===== src/rtl/mc_control_fsm.sv =====
`default_nettype none
// ============================================================================
// Module   : mc_control_fsm
// Purpose  : Multicycle MIPS main control FSM with memory handshake timeout.
//            Optional trap state for illegal opcodes: define MC_CTRL_TRAP_EN.
// Revision : 1.0
// ============================================================================
module mc_control_fsm #(
    parameter int MEM_TIMEOUT = 64
) (
    input  logic       clk,
    input  logic       rst_n,
    input  logic [5:0] opcode_i,
    input  logic [5:0] func_i,
    input  logic       mem_ready_i,
    output logic [2:0] ula_operation_o,
    output logic       alu_src_a_o,
    output logic [1:0] alu_src_b_o,
    output logic       pc_write_o,
    output logic       pc_write_cond_o,
    output logic       branch_ne_o,
    output logic [1:0] pc_src_o,
    output logic       ir_write_o,
    output logic       mem_req_o,
    output logic       mem_we_o,
    output logic       i_or_d_o,
    output logic       reg_write_o,
    output logic       reg_dst_o,
    output logic       mem_to_reg_o,
    output logic       mem_err_o,
    output logic       trap_o
);

    localparam int              CNT_W    = $clog2(MEM_TIMEOUT);
    localparam logic [CNT_W-1:0] CNT_LAST = CNT_W'(MEM_TIMEOUT - 1);

    typedef enum logic [3:0] {
        S_FETCH    = 4'd0,
        S_DECODE   = 4'd1,
        S_EXEC_R   = 4'd2,
        S_WB_R     = 4'd3,
        S_EXEC_I   = 4'd4,
        S_WB_I     = 4'd5,
        S_MEM_ADDR = 4'd6,
        S_MEM_RD   = 4'd7,
        S_MEM_WR   = 4'd8,
        S_WB_MEM   = 4'd9,
        S_BRANCH   = 4'd10,
        S_JUMP     = 4'd11,
        S_JR       = 4'd12,
        S_ILLEGAL  = 4'd13
    } state_t;

    state_t           state_q, state_d;
    logic [CNT_W-1:0] cnt_q, cnt_d;
    logic [5:0]       opcode_q, opcode_d;
    logic             mem_err_q, mem_err_d;
    logic             mem_state;
    logic             timeout;
    logic             trap_d;

    assign mem_state = (state_q == S_FETCH) || (state_q == S_MEM_RD) || (state_q == S_MEM_WR);
    assign timeout   = mem_state && !mem_ready_i && (cnt_q == CNT_LAST);

    always_ff @(posedge clk or negedge rst_n) begin
        if (!rst_n) begin
            state_q   <= S_FETCH;
            cnt_q     <= '0;
            opcode_q  <= '0;
            mem_err_q <= 1'b0;
        end else begin
            state_q   <= state_d;
            cnt_q     <= cnt_d;
            opcode_q  <= opcode_d;
            mem_err_q <= mem_err_d;
        end
    end

    always_comb begin
        state_d   = state_q;
        opcode_d  = opcode_q;
        mem_err_d = timeout;
        case (state_q)
            S_FETCH:    if (mem_ready_i) state_d = S_DECODE;
            S_DECODE: begin
                opcode_d = opcode_i;
                casez (opcode_i)
                    6'b000000:           state_d = (func_i == 6'b001000) ? S_JR : S_EXEC_R;
                    6'b100011, 6'b101011: state_d = S_MEM_ADDR;
                    6'b000100, 6'b000101: state_d = S_BRANCH;
                    6'b000010:           state_d = S_JUMP;
                    6'b001000, 6'b001010,
                    6'b0011??:           state_d = S_EXEC_I;
                    default:             state_d = S_ILLEGAL;
                endcase
            end
            S_EXEC_R:   state_d = S_WB_R;
            S_EXEC_I:   state_d = S_WB_I;
            // opcode bit 3 separates sw (101011) from lw (100011)
            S_MEM_ADDR: state_d = opcode_q[3] ? S_MEM_WR : S_MEM_RD;
            S_MEM_RD:   if (mem_ready_i) state_d = S_WB_MEM;
            S_MEM_WR:   if (mem_ready_i) state_d = S_FETCH;
`ifdef MC_CTRL_TRAP_EN
            S_ILLEGAL:  state_d = S_ILLEGAL;
`else
            S_ILLEGAL:  state_d = S_FETCH;
`endif
            default:    state_d = S_FETCH;
        endcase
        if (timeout) state_d = S_FETCH;
    end

    // Wait counter restarts on every entry into a state, including FETCH re-entry after timeout
    always_comb begin
        cnt_d = cnt_q;
        if (timeout || (state_d != state_q)) begin
            cnt_d = '0;
        end else if (mem_state && !mem_ready_i) begin
            cnt_d = cnt_q + CNT_W'(1);
        end
    end

    always_comb begin
        ula_operation_o = 3'b000;
        alu_src_a_o     = 1'b0;
        alu_src_b_o     = 2'b00;
        pc_write_o      = 1'b0;
        pc_write_cond_o = 1'b0;
        branch_ne_o     = 1'b0;
        pc_src_o        = 2'b00;
        ir_write_o      = 1'b0;
        mem_req_o       = 1'b0;
        mem_we_o        = 1'b0;
        i_or_d_o        = 1'b0;
        reg_write_o     = 1'b0;
        reg_dst_o       = 1'b0;
        mem_to_reg_o    = 1'b0;
        trap_d          = 1'b0;
        case (state_q)
            S_FETCH: begin
                mem_req_o   = 1'b1;
                alu_src_b_o = 2'b01;
                ir_write_o  = mem_ready_i;
                pc_write_o  = mem_ready_i;
            end
            S_DECODE: alu_src_b_o = 2'b11;
            S_EXEC_R: begin
                alu_src_a_o     = 1'b1;
                ula_operation_o = 3'b010;
            end
            S_WB_R: begin
                reg_write_o = 1'b1;
                reg_dst_o   = 1'b1;
            end
            S_EXEC_I: begin
                alu_src_a_o = 1'b1;
                alu_src_b_o = 2'b10;
                case (opcode_q)
                    6'b001010: ula_operation_o = 3'b011;
                    6'b001100: ula_operation_o = 3'b100;
                    6'b001101: ula_operation_o = 3'b101;
                    6'b001110: ula_operation_o = 3'b110;
                    6'b001111: ula_operation_o = 3'b111;
                    default:   ula_operation_o = 3'b000;
                endcase
            end
            S_WB_I:     reg_write_o = 1'b1;
            S_MEM_ADDR: begin
                alu_src_a_o = 1'b1;
                alu_src_b_o = 2'b10;
            end
            S_MEM_RD: begin
                mem_req_o = 1'b1;
                i_or_d_o  = 1'b1;
            end
            S_MEM_WR: begin
                mem_req_o = 1'b1;
                mem_we_o  = 1'b1;
                i_or_d_o  = 1'b1;
            end
            S_WB_MEM: begin
                reg_write_o  = 1'b1;
                mem_to_reg_o = 1'b1;
            end
            S_BRANCH: begin
                alu_src_a_o     = 1'b1;
                ula_operation_o = 3'b001;
                pc_write_cond_o = 1'b1;
                pc_src_o        = 2'b01;
                branch_ne_o     = opcode_q[0];
            end
            S_JUMP: begin
                pc_write_o = 1'b1;
                pc_src_o   = 2'b10;
            end
            S_JR: begin
                pc_write_o      = 1'b1;
                pc_src_o        = 2'b11;
                ula_operation_o = 3'b010;
            end
            S_ILLEGAL:  trap_d = 1'b1;
            default: ;
        endcase
    end

    assign mem_err_o = mem_err_q;

`ifdef MC_CTRL_TRAP_EN
    assign trap_o = trap_d;
`else
    logic unused_trap;
    assign unused_trap = trap_d;
    assign trap_o      = 1'b0;
`endif

endmodule
`default_nettype wire

===== config.mk =====
export PLATFORM = sky130hd
export DESIGN_NAME = mc_control_fsm
export DESIGN_NICKNAME = d
export VERILOG_FILES = /design/src/rtl/mc_control_fsm.sv
export SDC_FILE = /design/constraint.sdc
export NUM_CORES = 1
export LEC_CHECK = 0
export BUFFER_PORTS_ARGS = -buffer_cell sky130_fd_sc_hd__buf_2
export CORE_ASPECT_RATIO = 0.6
export CORE_UTILIZATION = 40
export CTS_BUF_LIST = sky130_fd_sc_hd__clkbuf_4
export DETAILED_ROUTE_END_ITERATION = 8
export PLACE_DENSITY = 0.64
export SETUP_SLACK_MARGIN = 0.2
export SYNTH_ARGS = -nofsm -noshare
export SYNTH_HDL_FRONTEND = slang
export SYNTH_SLANG_ARGS = --single-unit

===== constraint.sdc =====
create_clock -name clk -period 2.04 [get_ports clk]
set_input_delay 0.102 -clock clk [delete_from_list [all_inputs] [get_ports clk]]
set_output_delay 0.102 -clock clk [all_outputs]
set_load 0.005 [all_outputs]

==> metrics.yaml <==
outcome:
  status: "finished clean"
layout:
  fill_cells: 320
  antenna_cells: 0
  layout.cells.non_filler: 236
  syn2layout_area_growth_pct: 16.8
  drive_gt1_frac: 0.372
  fin_nets: 208
floorplanning:
  dieArea_mm2: 0.00383
  num_rows: 16
  core_mm2: 0.00334
  start_util: 0.429
  pin_count: 35
  dieHeight_um: 48.4
  die_w_um: 79.3
setup_path:
  start_kind: "register"
  required_ns: 1.94
  reg2reg_from: "cnt_q[0]"
  cp-end-kind: "output port"
  path_max_fanout: 21
  arrival_ns: 1.67
  critical_path_class: "register to output port"
  r2r_end: "cnt_q[5]"
  r2r_slack_ns: 0.35
  ff2ff_path_depth: 6
synthesis:
  synth_top_family_by_area: "simple AND/OR/NAND/NOR gates"
  yosysTopAreaCell: "dfrtp_1"
  muxShareOfSynthArea: 0.0646
  syn_avg_cell_area_um2: 9.01
  synth_edf_count: 0
  async_flop_share: 1.00
  synth-seq-area-share: 0.297
  synth_flop_cell: "dfrtp_1"
  synthCells: 159
  synth_fp_nets: 175
  synth-seq-cells: 17
  synth.distinct_cells: 56
  syn-cell-area_mm2: 0.00143
  synth_area_leaders: "dfrtp_1 30%, mux2_2 4.7%, nor2_1 4.5%"
  yosys.area_share.simple: 0.337
  synthTopCellsByCount: "17 x dfrtp_1, 17 x nor2_1, 13 x nand2_1"
  synth-xor-area-share: 0.0306
  yosysTopAreaCellShare: 0.297
  synth_compound_area_frac: 0.203
  synth_adder_area_share: 0.00873
  yosys_warnings: 0
route:
  num_vias: 1289
  drtIter0Drc: 69
  drc: 0
  highest_layer: "met4"
  avgViaCountPerCell: 5.46
  routed_wl_um: 3420
  met3_wirelength_um: 147
  dr_wl_met2_um: 1500
  ant_nets: 0
  drt-met1-wl_um: 1740
  drt-pass1-iter-count: 4
  wl_per_cell_um: 14.5
placement:
  place_hpwl_um: 2610
  dp.cells: 231
  gp_congestion: 0.809
  io_buffers: 33
cts:
  cts_tree: "done"
  clkSinkCount: 17
  cts_root_buffer: "clkbuf_4"
  path_clk_slew_ns: 0.12
  cts_buffer_depth: 2
  cts.htree.levels: 1
  cts_buffers: 3
  clock_latency_ns: 0.31
timing:
  slew_violations: 0
  layout_min_cycle_time_ns: 1.77
  post-route-period-util: 0.867
  finalClockSkew_ns: 0.0123
  finalHoldViolCount: 0
  whs_ns: 0.0728
  max_freq_mhz: 565
  tns_ns: 0
  rsz0062_at_grt: "true"
  slew_headroom: 0.655
  worst_slew_pin_slew_ns: 0.516
  setup_viol: 0
pwr:
  irDropWorstVdd_v: 0.000455
  leakage_uw: 0.000782
  p_per_area_mw_per_mm2: 1130
worst_hold_path:
  min_from: "opcode_i[3]"
  hold_end: "opcode_q[3]"
  hold_depth: 2
  hp-class: "input pin to register"
global_route:
  grt_first_pass_wirelength_um: 5620
  grt_pass1_vias: 1144
  grtUsageTotal: 0.190
  antenna_found_initial: 0
  grt_overflow: 0
  grt_max_degree: 24
run:
  drv_cap: 0
## cell type report
class / instances / area [um2] / share of cell area
multi-input cells: 128 / 932 / 0.557
flip-flops and latches: 17 / 429 / 0.257
repair buffers: 39 / 216 / 0.129
well taps: 45 / 56.3 / 0.0337
clock buffers: 3 / 22.5 / 0.0135
inverters: 3 / 11.3 / 0.00673
clock inverters: 1 / 5.00 / 0.00299
## through the flow
stage	utilization	power (uW)	area, um2	setup slack, ns
4_1_cts	0.497	1880	1660	0.217
6_report	0.500	1890	1670	0.271
5_1_grt	0.500	2050	1670	0.119
3_3_place_gp	0.485	1660	1620	0.407
3_5_place_dp	0.485	1680	1620	0.375
2_1_floorplan	-	1400	1430	0.490
## worst max-delay path, stage by stage, from the launching register on
cell      delay [ns]
dfrtp_1         0.44
buf_4           0.23
nand2b_1        0.20
nor2_1          0.13
nand3_1         0.09
a21oi_1         0.14
buf_2           0.12
## state kept, by name (all words and copies together), names as in the netlist
signal     cells
cnt_q          6
mem_err_o      1
opcode_q       6
state_q        4
## power by group
group	internal (uW)	total (uW)	switching [uW]
Sequential	442	584	143
Combinational	532	1110	577
Clock	73.2	194	121
Total	1050	1890	841
## layout by cell type (no fill, tap or decap), drive strengths merged, types with 4 or more instances in the layout
master / n
and3: 4
nand2: 14
xor2: 4
nor2b: 5
nand2b: 9
a31oi: 4
buf: 38
dfrtp: 17
nor3: 7
a21oi: 11
mux2: 7
nor3b: 6
nor2: 18
## worst max path at each step
stage | startpoint | end | slack, ns | cells after the start
6_report | state_q[3] | ula_operation_o[0] | 0.27 | 6
4_1_cts | opcode_q[3] | ula_operation_o[1] | 0.22 | 6
3_3_place_gp | state_q[0] | state_q[1] | 0.41 | 5
2_1_floorplan | state_q[1] | state_q[1] | 0.49 | 6
3_5_place_dp | state_q[0] | state_q[1] | 0.38 | 5
5_1_grt | state_q[3] | ula_operation_o[0] | 0.12 | 6
## kinds of logic after synthesis
family / after synthesis
AO/OA/AOI/OAI: 35
flip-flops: 17
adder cells (fa/ha/maj): 1
AND/OR/NAND/NOR: 78
other: 1
buffers and inverters: 14
multiplexers: 8
XOR/XNOR: 5
## what timing repair did
action                                  in CTS  in global routing
endpoints found under the setup margin       0                  7
hold buffers                                 1                  0
gates resized for setup                      0                  5
hold endpoints to repair                    17                  0
buffers inserted                             0                  0
## routing by layer
metal  up-vias  global-route usage
met5         -                   0
met2        34               0.273
met4         0              0.0455
met1       616               0.282
met3         5              0.0472
li1        634                   -
No activity file was read; power rests on OpenSTA's default activity.
